**src/rtl/hack_alu_pkg.sv**
```systemverilog
// Shared types and constants for the multi-cycle Hack ALU.
package hack_alu_pkg;

  // Operation select carried on the op port.
  typedef enum logic [1:0] {
    HACK = 2'b00,
    MUL  = 2'b01,
    SHL  = 2'b10,
    SHR  = 2'b11
  } op_t;

  // Top-level control FSM states.
  typedef enum logic [1:0] {
    IDLE = 2'b00,
    BUSY = 2'b01,
    DONE = 2'b10
  } state_t;

  // Bit positions inside the six-bit Hack control word {zx,nx,zy,ny,f,no}.
  localparam int CTL_ZX = 5;
  localparam int CTL_NX = 4;
  localparam int CTL_ZY = 3;
  localparam int CTL_NY = 2;
  localparam int CTL_F  = 1;
  localparam int CTL_NO = 0;

  // Commonly used control words.
  localparam logic [5:0] CTL_AND  = 6'b000000;
  localparam logic [5:0] CTL_ADD  = 6'b000010;
  localparam logic [5:0] CTL_NEG1 = 6'b111010;
  localparam logic [5:0] CTL_ZERO = 6'b101010;
  localparam logic [5:0] CTL_ONE  = 6'b111111;

endpackage

```
**src/rtl/hack_alu_comb.sv**
```systemverilog
// Combinational Hack datapath: operand zero/negate, add-or-and select,
// and carry/overflow of the add. The preprocessed operands are also
// exported so the iterative modes start from the same x2/y2.
module hack_alu_comb
  import hack_alu_pkg::*;
#(
  parameter int WIDTH = 16
) (
  input  logic [WIDTH-1:0] x,
  input  logic [WIDTH-1:0] y,
  input  logic [5:0]       ctl,
  output logic [WIDTH-1:0] x2,
  output logic [WIDTH-1:0] y2,
  output logic [WIDTH-1:0] r,
  output logic             cy,
  output logic             ov
);

  logic [WIDTH-1:0] xz;
  logic [WIDTH-1:0] yz;
  logic [WIDTH:0]   sum;

  // Operand preprocessing, then add-or-and with carry and signed overflow.
  always_comb begin
    xz  = ctl[CTL_ZX] ? '0 : x;
    yz  = ctl[CTL_ZY] ? '0 : y;
    x2  = ctl[CTL_NX] ? ~xz : xz;
    y2  = ctl[CTL_NY] ? ~yz : yz;
    sum = {1'b0, x2} + {1'b0, y2};
    r   = ctl[CTL_F] ? sum[WIDTH-1:0] : (x2 & y2);
    cy  = ctl[CTL_F] & sum[WIDTH];
    // Overflow: both addends share a sign and the sum does not.
    ov  = ctl[CTL_F] & (x2[WIDTH-1] == y2[WIDTH-1]) & (sum[WIDTH-1] != x2[WIDTH-1]);
  end

endmodule

```
**src/rtl/hack_alu_mc.sv**
```systemverilog
// Multi-cycle Hack ALU: single-cycle HACK op plus iterative shift-add
// multiply and one-bit-per-cycle logical shifts behind valid/ready.
module hack_alu_mc
  import hack_alu_pkg::*;
#(
  parameter  int WIDTH   = 16,
  localparam int SHAMT_W = $clog2(WIDTH)
) (
  input  logic             clk,
  input  logic             reset,
  input  logic             in_valid,
  output logic             in_ready,
  input  logic [WIDTH-1:0] x,
  input  logic [WIDTH-1:0] y,
  input  logic [1:0]       op,
  input  logic [5:0]       ctl,
  output logic             out_valid,
  input  logic             out_ready,
  output logic [WIDTH-1:0] out,
  output logic             zr,
  output logic             ng,
  output logic             cy,
  output logic             ov
);

  state_t                 state_reg, state_next;
  logic [SHAMT_W:0]       cnt_reg, cnt_next;
  // Low half is the multiplier (MUL) or the shifting value (SHL/SHR);
  // high half accumulates partial products for MUL and stays zero otherwise.
  logic [2*WIDTH-1:0]     acc_reg, acc_next;
  logic [WIDTH-1:0]       mcand_reg, mcand_next;
  op_t                    op_reg, op_next;
  logic                   no_reg, no_next;

  logic [WIDTH-1:0]       out_reg;
  logic                   zr_reg, ng_reg, cy_reg, ov_reg;

  logic [WIDTH-1:0]       x2, y2, hack_r;
  logic                   hack_cy, hack_ov;
  logic [SHAMT_W-1:0]     n;
  logic [WIDTH:0]         mul_sum;
  logic [2*WIDTH-1:0]     mul_acc;
  logic                   accept;
  logic                   load_out, fin_no, fin_cy, fin_ov;
  logic [WIDTH-1:0]       fin_r, fin_out;

  hack_alu_comb #(.WIDTH(WIDTH)) u_comb (
    .x   (x),
    .y   (y),
    .ctl (ctl),
    .x2  (x2),
    .y2  (y2),
    .r   (hack_r),
    .cy  (hack_cy),
    .ov  (hack_ov)
  );

  assign n         = y2[SHAMT_W-1:0];
  assign in_ready  = (state_reg == IDLE) || ((state_reg == DONE) && out_ready);
  assign out_valid = (state_reg == DONE);
  assign accept    = in_valid && in_ready;

  // One shift-add step: conditionally add multiplicand to the high half,
  // then shift the whole accumulator right, keeping the add carry.
  assign mul_sum = {1'b0, acc_reg[2*WIDTH-1:WIDTH]} + (acc_reg[0] ? {1'b0, mcand_reg} : '0);
  assign mul_acc = {mul_sum, acc_reg[WIDTH-1:1]};
  assign fin_out = fin_no ? ~fin_r : fin_r;

  // Next-state, iteration and result-capture decode.
  always_comb begin
    state_next = state_reg;
    cnt_next   = cnt_reg;
    acc_next   = acc_reg;
    mcand_next = mcand_reg;
    op_next    = op_reg;
    no_next    = no_reg;
    load_out   = 1'b0;
    fin_no     = no_reg;
    fin_r      = '0;
    fin_cy     = 1'b0;
    fin_ov     = 1'b0;
    case (state_reg)
      BUSY: begin
        cnt_next = cnt_reg - 1'b1;
        case (op_reg)
          MUL:     acc_next = mul_acc;
          SHL:     acc_next = {acc_reg[2*WIDTH-1:WIDTH], acc_reg[WIDTH-2:0], 1'b0};
          default: acc_next = {acc_reg[2*WIDTH-1:WIDTH], 1'b0, acc_reg[WIDTH-1:1]};
        endcase
        if (cnt_reg == (SHAMT_W+1)'(1)) begin
          load_out   = 1'b1;
          state_next = DONE;
          case (op_reg)
            MUL: begin
              fin_r  = mul_acc[WIDTH-1:0];
              fin_ov = |mul_acc[2*WIDTH-1:WIDTH];
            end
            SHL: begin
              fin_r  = acc_next[WIDTH-1:0];
              fin_cy = acc_reg[WIDTH-1];
            end
            default: begin
              fin_r  = acc_next[WIDTH-1:0];
              fin_cy = acc_reg[0];
            end
          endcase
        end
      end
      default: begin
        if ((state_reg == DONE) && out_ready) state_next = IDLE;
        if (accept) begin
          op_next    = op_t'(op);
          no_next    = ctl[CTL_NO];
          fin_no     = ctl[CTL_NO];
          acc_next   = {{WIDTH{1'b0}}, x2};
          mcand_next = y2;
          if (op_t'(op) == HACK) begin
            load_out   = 1'b1;
            fin_r      = hack_r;
            fin_cy     = hack_cy;
            fin_ov     = hack_ov;
            state_next = DONE;
          end else if (op_t'(op) == MUL) begin
            cnt_next   = (SHAMT_W+1)'(WIDTH);
            state_next = BUSY;
          end else if (n == '0) begin
            // Zero-length shift completes immediately with x2 unchanged.
            load_out   = 1'b1;
            fin_r      = x2;
            state_next = DONE;
          end else begin
            cnt_next   = {1'b0, n};
            state_next = BUSY;
          end
        end
      end
    endcase
  end

  // FSM and datapath registers.
  always_ff @(posedge clk) begin
    if (reset) begin
      state_reg <= IDLE;
      cnt_reg   <= '0;
      acc_reg   <= '0;
      mcand_reg <= '0;
      op_reg    <= HACK;
      no_reg    <= 1'b0;
    end else begin
      state_reg <= state_next;
      cnt_reg   <= cnt_next;
      acc_reg   <= acc_next;
      mcand_reg <= mcand_next;
      op_reg    <= op_next;
      no_reg    <= no_next;
    end
  end

  // Result and flags, updated only on the edge entering DONE.
  always_ff @(posedge clk) begin
    if (reset) begin
      out_reg <= '0;
      zr_reg  <= 1'b0;
      ng_reg  <= 1'b0;
      cy_reg  <= 1'b0;
      ov_reg  <= 1'b0;
    end else if (load_out) begin
      out_reg <= fin_out;
      zr_reg  <= (fin_out == '0);
      ng_reg  <= fin_out[WIDTH-1];
      cy_reg  <= fin_cy;
      ov_reg  <= fin_ov;
    end
  end

  assign out = out_reg;
  assign zr  = zr_reg;
  assign ng  = ng_reg;
  assign cy  = cy_reg;
  assign ov  = ov_reg;

endmodule

```
**config.mk**
```make
export PLATFORM = sky130hd
export DESIGN_NAME = hack_alu_mc
export DESIGN_NICKNAME = d
export VERILOG_FILES = /design/src/rtl/hack_alu_pkg.sv /design/src/rtl/hack_alu_comb.sv /design/src/rtl/hack_alu_mc.sv
export SDC_FILE = /design/constraint.sdc
export NUM_CORES = 1
export LEC_CHECK = 0
export BUFFER_PORTS_ARGS = -buffer_cell sky130_fd_sc_hd__buf_2
export CAP_MARGIN = 20
export CORE_MARGIN = 3
export CORE_UTILIZATION = 61
export CTS_CLUSTER_DIAMETER = 120
export DETAILED_ROUTE_END_ITERATION = 6
export GPL_ROUTABILITY_DRIVEN = 0
export PLACE_DENSITY = 0.89
export SLEW_MARGIN = 20
export SYNTH_ARGS = -nofsm -noshare
export SYNTH_HDL_FRONTEND = slang
export SYNTH_HIERARCHICAL = 1
export SYNTH_SLANG_ARGS = --single-unit
```
**constraint.sdc**
```tcl
create_clock -name clk -period 4.9 [get_ports clk]
set_input_delay 0.735 -clock clk [delete_from_list [all_inputs] [get_ports clk]]
set_output_delay 0.735 -clock clk [all_outputs]
set_load 0.01 [all_outputs]
```
==> results of run 1 <==
-- worst min-delay path by stage --
stage | start | endpoint | slack (ns) | cells past startpoint
3_3_place_gp | mcand_reg[0]$_SDFFE_PP0P_ | mcand_reg[0]$_SDFFE_PP0P_ | 0.44 | 2
3_5_place_dp | mcand_reg[9]$_SDFFE_PP0P_ | mcand_reg[9]$_SDFFE_PP0P_ | 0.44 | 2
5_1_grt | mcand_reg[2]$_SDFFE_PP0P_ | mcand_reg[2]$_SDFFE_PP0P_ | 0.47 | 2
4_1_cts | mcand_reg[3]$_SDFFE_PP0P_ | mcand_reg[3]$_SDFFE_PP0P_ | 0.45 | 2
2_1_floorplan | mcand_reg[0]$_SDFFE_PP0P_ | mcand_reg[0]$_SDFFE_PP0P_ | 0.43 | 2
6_report | mcand_reg[12]$_SDFFE_PP0P_ | mcand_reg[12]$_SDFFE_PP0P_ | 0.45 | 2
-- per-layer routing --
| metal | share of wire | vias up | routed length [um] | global-route usage |
|---|---|---|---|---|
| met5 | 0 | - | 0 | 0 |
| met4 | 0.028 | 0 | 506 | 0.09706 |
| met3 | 0.11 | 39 | 2056 | 0.05637 |
| met2 | 0.42 | 418 | 7698 | 0.4490 |
| met1 | 0.44 | 3045 | 8055 | 0.4551 |
| li1 | - | 3196 | - | - |
-- worst register-to-register path, delay by kind of cell (launching register included) --
kind / cells / cell delay, ns
and+or+nand+nor: 4 / 2.14
AOI/OAI and AO/OA: 1 / 0.51
DFF: 1 / 0.36
-- cells in the final DEF, fill, tap and decap left out, types with 8 or more instances in the layout --
cell type	synthesis	final
sky130_fd_sc_hd__and3_1	11	11
sky130_fd_sc_hd__nor3_1	16	16
sky130_fd_sc_hd__nor4bb_1	8	8
sky130_fd_sc_hd__nand3_1	26	26
sky130_fd_sc_hd__nor2b_1	9	9
sky130_fd_sc_hd__buf_2	13	65
sky130_fd_sc_hd__a22oi_1	33	33
sky130_fd_sc_hd__mux2_2	9	9
sky130_fd_sc_hd__o211ai_1	22	22
sky130_fd_sc_hd__a211oi_1	18	18
sky130_fd_sc_hd__nand4_1	21	21
sky130_fd_sc_hd__nand2_1	84	84
sky130_fd_sc_hd__ha_1	36	36
sky130_fd_sc_hd__o21a_1	11	11
sky130_fd_sc_hd__o21ai_0	30	30
sky130_fd_sc_hd__a21oi_1	61	61
sky130_fd_sc_hd__inv_1	22	22
sky130_fd_sc_hd__xnor2_1	57	57
sky130_fd_sc_hd__a21o_1	10	10
sky130_fd_sc_hd__and2_1	22	22
sky130_fd_sc_hd__nor2_1	71	71
sky130_fd_sc_hd__dfxtp_1	77	77
sky130_fd_sc_hd__buf_4	2	9
sky130_fd_sc_hd__clkbuf_8	0	10
sky130_fd_sc_hd__nand2b_1	36	36
sky130_fd_sc_hd__a31oi_1	16	16
-- kinds of logic after synthesis --
group	share of synthesized area
simple gates	0.2614
compound gates	0.2784
flops	0.2361
fa+ha+maj	0.07511
mux	0.01705
xor+xnor	0.08182
buf+inv	0.05020
-- power breakdown --
part | switching (mW) | total [mW] | internal [mW]
Clock | 0.243 | 0.544 | 0.302
Sequential | 0.0370 | 0.705 | 0.668
Combinational | 0.407 | 0.663 | 0.256
Total | 0.687 | 1.91 | 1.23
-- cells in the mapped netlist (all sizes together) (21+ instances only) --
cell    count
nand3      26
a211oi     21
inv        22
a21oi      62
nor2       71
buf        22
o21ai      33
nand4      21
dfxtp      77
nand2b     36
xnor2      57
a22oi      33
clkbuf     37
ha         36
o211ai     22
and2       22
nand2      85
-- metrics by stage --
| stage | hold slack [ns] | util |
|---|---|---|
| floorplan | 0.4317 | - |
| CTS | 0.4543 | 0.6821 |
| detailed placement | 0.4431 | 0.6604 |
| global placement | 0.4380 | 0.6604 |
| global route | 0.4711 | 0.6821 |
| finish | 0.4513 | 0.6821 |
-- area by class of cell --
class | count | area [um2] | share of cell area
clock inverter | 5 | 83.83 | 0.01185
tap | 136 | 170.2 | 0.02406
clock buffer | 11 | 141.4 | 0.01999
timing repair buffer | 74 | 392.9 | 0.05555
inverter | 22 | 82.58 | 0.01168
multi-input combinational | 700 | 4661 | 0.6589
sequential | 77 | 1541 | 0.2179
==> metrics.log, run 1 <==
[metrics] outcome: complete, but fails checks
[metrics] violations in the final reports: DRC
[metrics] ratio of routed vias to standard cells: 6.535
[metrics] x dimension of the die: 109.5 um
[metrics] post-layout power: around 1.9 mW
[metrics] biggest cell delay along the critical path: between 0.4 and 0.5 ns
[metrics] capture point of the critical path: zr$_SDFFE_PP0P_
[metrics] count of state elements after synthesis: 77
[metrics] count of final setup violators: 0
[metrics] # nets final: slightly below 1,000
[metrics] count of placed standard cells including taps: 1,009
[metrics] critical path's top delay family: compound AO/OA/AOI/OAI gates
[metrics] static leakage: 2.697 nW
[metrics] clock buffer depth: 2
[metrics] layout filler cell count: 879
[metrics] Buffers on Ports: 65
[metrics] sequential element share of the synthesized area: 0.2361
[metrics] Power Dens Cells: roughly 270 nW/um2
[metrics] # rows: 37
[metrics] maximum VDD drop: 0.0001439 V
[metrics] Finished Layout Cells: 1,025
[metrics] worst-case setup margin in the final layout: 0.8259 ns
[metrics] full die area: approximately 12,000 um2
[metrics] clock sinks: 77
[metrics] layout cell share with drive strength beyond 1: 0.1305
[metrics] Antenna Diode Count: 0
[metrics] worst slew slack as a fraction of its limit: 0.2664
[metrics] cell-by-cell trace of the critical path: buf_2, nand2b_1, xnor2_1, ha_1, inv_1, fa_1, nor2b_1, o2111ai_1, a211oi_2, nor3_1, a221o_1, a221oi_1, xnor2_1, nand4b_1, o32ai_2
[metrics] Synthesis Warnings: 6
[metrics] kind of capture point of the worst setup path: flop
[metrics] TritonCTS buffer count: 9
[metrics] proportion of netlist area held by the largest area contributor: 0.2361
[metrics] area added between synthesis and finish: 8.316%
[metrics] CTS H-tree lvls: 3
[metrics] Post-synth ARST share: 0
[metrics] post-cts gate resize count: 0
[metrics] syn nets: 940
[metrics] count of vias placed by the detailed router: 6,698
[metrics] placeable core area: 10,370 um2
[metrics] Total Wirelength: 18,320 um
[metrics] leading area contributor after synthesis: sky130_fd_sc_hd__dfxtp_1
[metrics] Critical R2R Launch: state_reg[1]$_SDFFE_PP0P_
[metrics] worst-skew pair later-pin latency: about 0.36 ns
[metrics] max-capacitance violation count: 0
[metrics] fin area: 7073 um2
[metrics] Crit path top cell by count: sky130_fd_sc_hd__xnor2_1
[metrics] clock slew at the register clock pins of the worst setup and hold paths: 0.08 ns
[metrics] area after detailed placement: 6848 um2
[metrics] Max Transition Viols Final: 0
[metrics] hold buffers post-CTS: 0
[metrics] Antenna Nets Post-Route: 0
[metrics] number of distinct library cells after synthesis: a little over 70
[metrics] Netlist Area Pre-Place: 6530 um2
[metrics] TritonCTS clock tree: built
[metrics] critical path launch point type: input pin
[metrics] timing startpoint of the critical path: ctl[5]
[metrics] final critical-path required period: between 4 and 5 ns
[metrics] count of buffering cells on the critical path with inverters included: 2
[metrics] combined global-route utilization of all metal layers: 0.3074
[metrics] number of synthesized flops with an enable pin: 0
[metrics] critical path type: input pin to flop
[metrics] Register-to-Register Setup Slack: 1.76 ns
[metrics] data arrival time of the worst path: 4.35 ns
[metrics] pin count of the biggest net entering global routing: 49
[metrics] skew final: 0.006975 ns
[metrics] Overflow after GRT: 0
[metrics] buffer type at the clock tree root: sky130_fd_sc_hd__clkbuf_8
[metrics] final sum of negative setup slack: 0 ns
[metrics] number of cells on the worst reg-to-reg path: 5
[metrics] Die Y: ~110 um
[metrics] initial DRC count: 751
[metrics] type of the most critical hold path: flop to flop
[metrics] Mean Syn Cell Area: about 7.6 um2
[metrics] Initial DRT Pass Iterations: 7
[metrics] Slew @ Worst Pin: 1.096 ns
[metrics] slowest stage cell on the critical path: sky130_fd_sc_hd__a221oi_1
[metrics] highest clock frequency the design can meet: 0.2455 GHz
[metrics] number of setup buffers added after CTS: 0
[metrics] Worst Path Required: 5.17 ns
[metrics] unrepaired setup endpoints after global routing: false
[metrics] global-route wire length before repair: 29,280 um
[metrics] wire per inst: 17.87 um
[metrics] final hold violations: 0
[metrics] Crit Reg-Reg Endpoint: acc_reg[0]$_SDFFE_PP0P_
[metrics] Remaining DRCs: 4
[metrics] post-detailed-placement half-perimeter wirelength: 13,870 um
[metrics] worst slack, placed: 0.5887 ns
[metrics] cells after synthesis: 858
[metrics] top cells by area in the synthesized netlist: sky130_fd_sc_hd__dfxtp_1 24%, sky130_fd_sc_hd__xnor2_1 7.6%, sky130_fd_sc_hd__ha_1 6.9%
[metrics] critical path fanouts, max: 16
[metrics] final cycle utilization of the critical path: 0.8314
[metrics] vias in the first global route: between 5,000 and 6,000
[metrics] initial cell density of the core: 0.6297
[metrics] max reg flops: 32
[metrics] count of boundary I/O pins: between 60 and 70
[metrics] total number of cells along the worst setup path: 15
[metrics] predominant post-synthesis flop cell: sky130_fd_sc_hd__dfxtp_1
[metrics] antenna violations before repair: 0
Note: power is estimated with default switching activity, not from simulation.
==> inputs of run 2 (changes only) <==
- ABC_AREA: default -> 1
- CORE_UTILIZATION: 61 -> 55
- PLACE_DENSITY: 0.89 -> 0.85
- clock period: 4.9 -> 3.7 ns (I/O delays scaled with it)
==> run 2 against run 1 <==
Net effect: the run now ends clean; global-route usage fell by 2.5 points; sequential share of layout area down 2.2 points; worst hold slack better by 0.017 ns; highest routed layer unchanged; die area increased by 20%; clock power is 76% higher.
==> metrics.log, run 2 <==
[metrics] clock buffer depth: 2 (unchanged)
[metrics] maximum VDD drop: 0.0003021 V (+110%)
[metrics] count of boundary I/O pins: 66 (unchanged)
[metrics] Finished Layout Cells: 1,440 (+40%)
[metrics] predominant post-synthesis flop cell: sky130_fd_sc_hd__dfxtp_1
[metrics] CTS H-tree lvls: 3 (unchanged)
[metrics] Crit Reg-Reg Endpoint: ov$_SDFFE_PP0P_
[metrics] cells after synthesis: 1,218 (+42%)
[metrics] relative contribution of sequential cells to total power: 0.324 (-0.045)
[metrics] critical path type: input pin to flop
[metrics] proportion of netlist area held by the largest area contributor: 0.2227 (-0.01341)
[metrics] Max Transition Viols Final: 0 (unchanged)
[metrics] # nets final: 1,345 (+39%)
[metrics] pin count of the biggest net entering global routing: 44 (-10%)
[metrics] count of final setup violators: 0 (unchanged)
[metrics] # rows: 41 (+11%)
[metrics] max-capacitance violation count: 0 (unchanged)
[metrics] count of placed standard cells including taps: 1,424 (+41%)
[metrics] sequential element share of the synthesized area: 0.2156 (-0.02041)
[metrics] antenna violations before repair: 0 (unchanged)
[metrics] unrepaired setup endpoints after global routing: false
[metrics] GRT busiest layer: met2
[metrics] Overflow after GRT: 0 (unchanged)
[metrics] routing usage on met1: 0.3706 (-0.08449)
[metrics] post-layout power: 2.872 mW (+50%)
[metrics] clock sinks: 77 (unchanged)
[metrics] syn nets: 1,300 (+38%)
[metrics] skew final: 0.007386 ns (+0.0004115 ns)
[metrics] critical path fanouts, max: 9 (-7)
[metrics] Remaining DRCs: 0 (-4)
[metrics] layout filler cell count: 1,209 (+38%)
[metrics] final critical-path required period: 3.225 ns
[metrics] data arrival time of the worst path: 3.50 ns (-0.85 ns)
[metrics] ratio of routed vias to standard cells: 5.537 (-15%)
[metrics] worst-case setup margin in the final layout: 0.4753 ns (-0.3506 ns)
[metrics] area after detailed placement: 7555 um2 (+10%)
[metrics] Power Dens Cells: 364.8 nW/um2 (+35%)
[metrics] cell with the most instances after synthesis: sky130_fd_sc_hd__nand2_1
[metrics] Netlist Area Pre-Place: 7148 um2 (+9.5%)
[metrics] combined global-route utilization of all metal layers: 0.2828 (-0.02458)
[metrics] post-detailed-placement half-perimeter wirelength: 15,350 um (+11%)
[metrics] Die Y: 120 um (+9.6%)
[metrics] layout cell share with drive strength beyond 1: 0.1057 (-0.02481)
[metrics] type of the most critical hold path: flop to flop
[metrics] Sw Pwr: 1.069 mW (+56%)
[metrics] Antenna Diode Count: 0 (unchanged)
[metrics] placeable core area: 12,670 um2 (+22%)
[metrics] switching fraction of total power: 0.3722 (+0.01326)
[metrics] number of synthesized flops with an enable pin: 0 (unchanged)
[metrics] met2 usage: 0.4622 (+0.01324)
[metrics] final cycle utilization of the critical path: 0.8715
[metrics] Synthesis Warnings: 6 (unchanged)
[metrics] clock slew at the register clock pins of the worst setup and hold paths: 0.06 ns (-0.02 ns)
[metrics] met3 demand-to-capacity share in global routing: 0.04760 (-0.008775)
[metrics] vias in the first global route: 7,266 (+25%)
[metrics] Hold Slack: 0.4681 ns (+0.01684 ns)
[metrics] most common library cell in the layout ignoring fill and taps: sky130_fd_sc_hd__nand2_1
[metrics] Critical R2R Launch: acc_reg[0]$_SDFFE_PP0P_
[metrics] TritonCTS clock tree: built
[metrics] Initial DRT Pass Iterations: 6 (-1)
[metrics] terminating pin of the worst hold path: mcand_reg[14]$_SDFFE_PP0P_
[metrics] final hold violations: 0 (unchanged)
[metrics] outcome: complete, no violations
[metrics] number of cells on the worst reg-to-reg path: 20 (+15)
[metrics] Worst Path Required: 3.97 ns (-1.20 ns)
[metrics] Total Wirelength: 20,270 um (+11%)
[metrics] count of vias placed by the detailed router: 7,973 (+19%)
[metrics] wire per inst: 14.07 um (-21%)
[metrics] area added between synthesis and finish: 10.12%
[metrics] commonest cells in the netlist: 424 x sky130_fd_sc_hd__nand2_1, 198 x sky130_fd_sc_hd__inv_1, 89 x sky130_fd_sc_hd__nor2_1
[metrics] fin area: 7871 um2 (+11%)
[metrics] number of distinct library cells after synthesis: 53 (-26%)
[metrics] leading area contributor after synthesis: sky130_fd_sc_hd__nand2_1
[metrics] final sum of negative setup slack: 0 ns (unchanged)
[metrics] clock group share of total power: 0.333 (+0.048)
[metrics] Register-to-Register Setup Slack: 0.88 ns (-0.88 ns)
[metrics] Antenna Nets Post-Route: 0 (unchanged)
[metrics] worst slew slack as a fraction of its limit: 0.2686 (+0.002255)
[metrics] global-route wire length before repair: 33,670 um (+15%)
[metrics] initial DRC count: 813 (+8.3%)
[metrics] static leakage: 4.349 nW (+61%)
[metrics] Buffers on Ports: 65 (unchanged)
[metrics] highest clock frequency the design can meet: 0.3101 GHz
[metrics] critical path launch point type: input pin
[metrics] initial cell density of the core: 0.5641 (-0.06557)
[metrics] Post-Route Utilization: 0.6212 (-0.06086)
[metrics] Mean Syn Cell Area: 5.869 um2 (-23%)
[metrics] post-cts gate resize count: 0 (unchanged)
[metrics] kind of capture point of the worst setup path: flop
[metrics] worst slack, placed: 0.1998 ns (-0.3890 ns)
[metrics] internal power: 1.803 mW (+47%)
[metrics] top cells by area in the synthesized netlist: sky130_fd_sc_hd__nand2_1 22%, sky130_fd_sc_hd__dfxtp_1 22%, sky130_fd_sc_hd__inv_1 10%
[metrics] max reg flops: 32 (unchanged)
[metrics] Logic pwr share: 0.343 (-0.004)
[metrics] Hold Path Cell Cnt: 2 (unchanged)
[metrics] number of setup buffers added after CTS: 0 (unchanged)
[metrics] TritonCTS buffer count: 9 (unchanged)
[metrics] worst hold start: mcand_reg[14]$_SDFFE_PP0P_
[metrics] x dimension of the die: 120 um (+9.6%)
[metrics] worst-skew pair later-pin latency: 0.34 ns (-0.02 ns)
[metrics] buffer type at the clock tree root: sky130_fd_sc_hd__clkbuf_16
[metrics] count of state elements after synthesis: 77 (unchanged)
[metrics] hold buffers post-CTS: 0 (unchanged)
[metrics] Slew @ Worst Pin: 1.096 ns (-0.0005390 ns)
[metrics] full die area: 14,400 um2 (+20%)
[metrics] top library cells by usage in the layout, fill and taps aside: 424 x sky130_fd_sc_hd__nand2_1, 198 x sky130_fd_sc_hd__inv_1, 89 x sky130_fd_sc_hd__nor2_1
[metrics] Post-synth ARST share: 0 (unchanged)
[run 2: how the worst max path moves through the flow]
stage | start | endpoint | slack [ns] | cells past startpoint
after global placement | ctl[4] | zr$_SDFFE_PP0P_ | 0.33 | 24
after detailed placement | ctl[3] | zr$_SDFFE_PP0P_ | 0.20 | 26
after global routing | ctl[3] | zr$_SDFFE_PP0P_ | 0.12 | 24
final | ctl[3] | zr$_SDFFE_PP0P_ | 0.48 | 26
after floorplan | ctl[3] | zr$_SDFFE_PP0P_ | 0.68 | 23
after CTS | ctl[3] | zr$_SDFFE_PP0P_ | 0.53 | 26
[run 2: final cells by class]
class / count / area, um2 / share of cell area
inverters: 207 / 777.0 / 0.09871
clock buffers: 10 / 229.0 / 0.02909
multi-input cells: 891 / 4593 / 0.5835
clock inverters: 6 / 87.58 / 0.01113
repair buffers: 77 / 427.9 / 0.05436
well taps: 172 / 215.2 / 0.02734
flip-flops and latches: 77 / 1541 / 0.1958
[run 2: kinds of logic (layout without fill, tap and decap cells)]
logic type / count (synthesis) / in the layout / share of synthesized area
adders and majority gates: 38 / 38 / 0.06862
AOI/OAI and AO/OA: 153 / 153 / 0.1269
DFF: 77 / 77 / 0.2156
xor gates and xnor gates: 40 / 40 / 0.05111
buffers and inverters: 250 / 300 / 0.1418
and+or+nand+nor: 660 / 660 / 0.3959
[run 2: routing by layer]
layer / vias up / share of wire
li1: 3902 / -
met1: 3617 / 0.43
met2: 379 / 0.45
met3: 75 / 0.081
met4: 0 / 0.039
met5: - / 0
[run 2: critical path: stages]
cell,delay (ns)
sky130_fd_sc_hd__buf_2,0.09
sky130_fd_sc_hd__inv_1,0.16
sky130_fd_sc_hd__buf_4,0.19
sky130_fd_sc_hd__nand2_1,0.07
sky130_fd_sc_hd__xor2_1,0.31
sky130_fd_sc_hd__inv_1,0.17
sky130_fd_sc_hd__ha_1,0.30
sky130_fd_sc_hd__nand2_1,0.06
sky130_fd_sc_hd__nand2_1,0.08
sky130_fd_sc_hd__nand3_1,0.12
sky130_fd_sc_hd__nand2_2,0.09
sky130_fd_sc_hd__nand2_2,0.09
sky130_fd_sc_hd__nand2_2,0.05
sky130_fd_sc_hd__nand2_1,0.07
sky130_fd_sc_hd__nand3_1,0.07
sky130_fd_sc_hd__nand2_1,0.10
sky130_fd_sc_hd__inv_1,0.04
sky130_fd_sc_hd__nor2_1,0.09
sky130_fd_sc_hd__nand2_1,0.07
sky130_fd_sc_hd__nand3_1,0.16
sky130_fd_sc_hd__nor2_1,0.08
sky130_fd_sc_hd__nor2_1,0.12
sky130_fd_sc_hd__nand2_1,0.06
sky130_fd_sc_hd__nor2_1,0.09
sky130_fd_sc_hd__nand3_1,0.10
sky130_fd_sc_hd__a21oi_2,0.11
[run 2: power by group through the flow]
stage               registers [mW]  clock network (mW)  logic (mW)
floorplan                    0.946                   0       0.727
global placement             0.945                   0       0.944
detailed placement           0.947                   0       0.958
CTS                          0.929               0.965       0.965
global route                 0.938                1.00        1.10
finish                       0.931               0.955       0.986
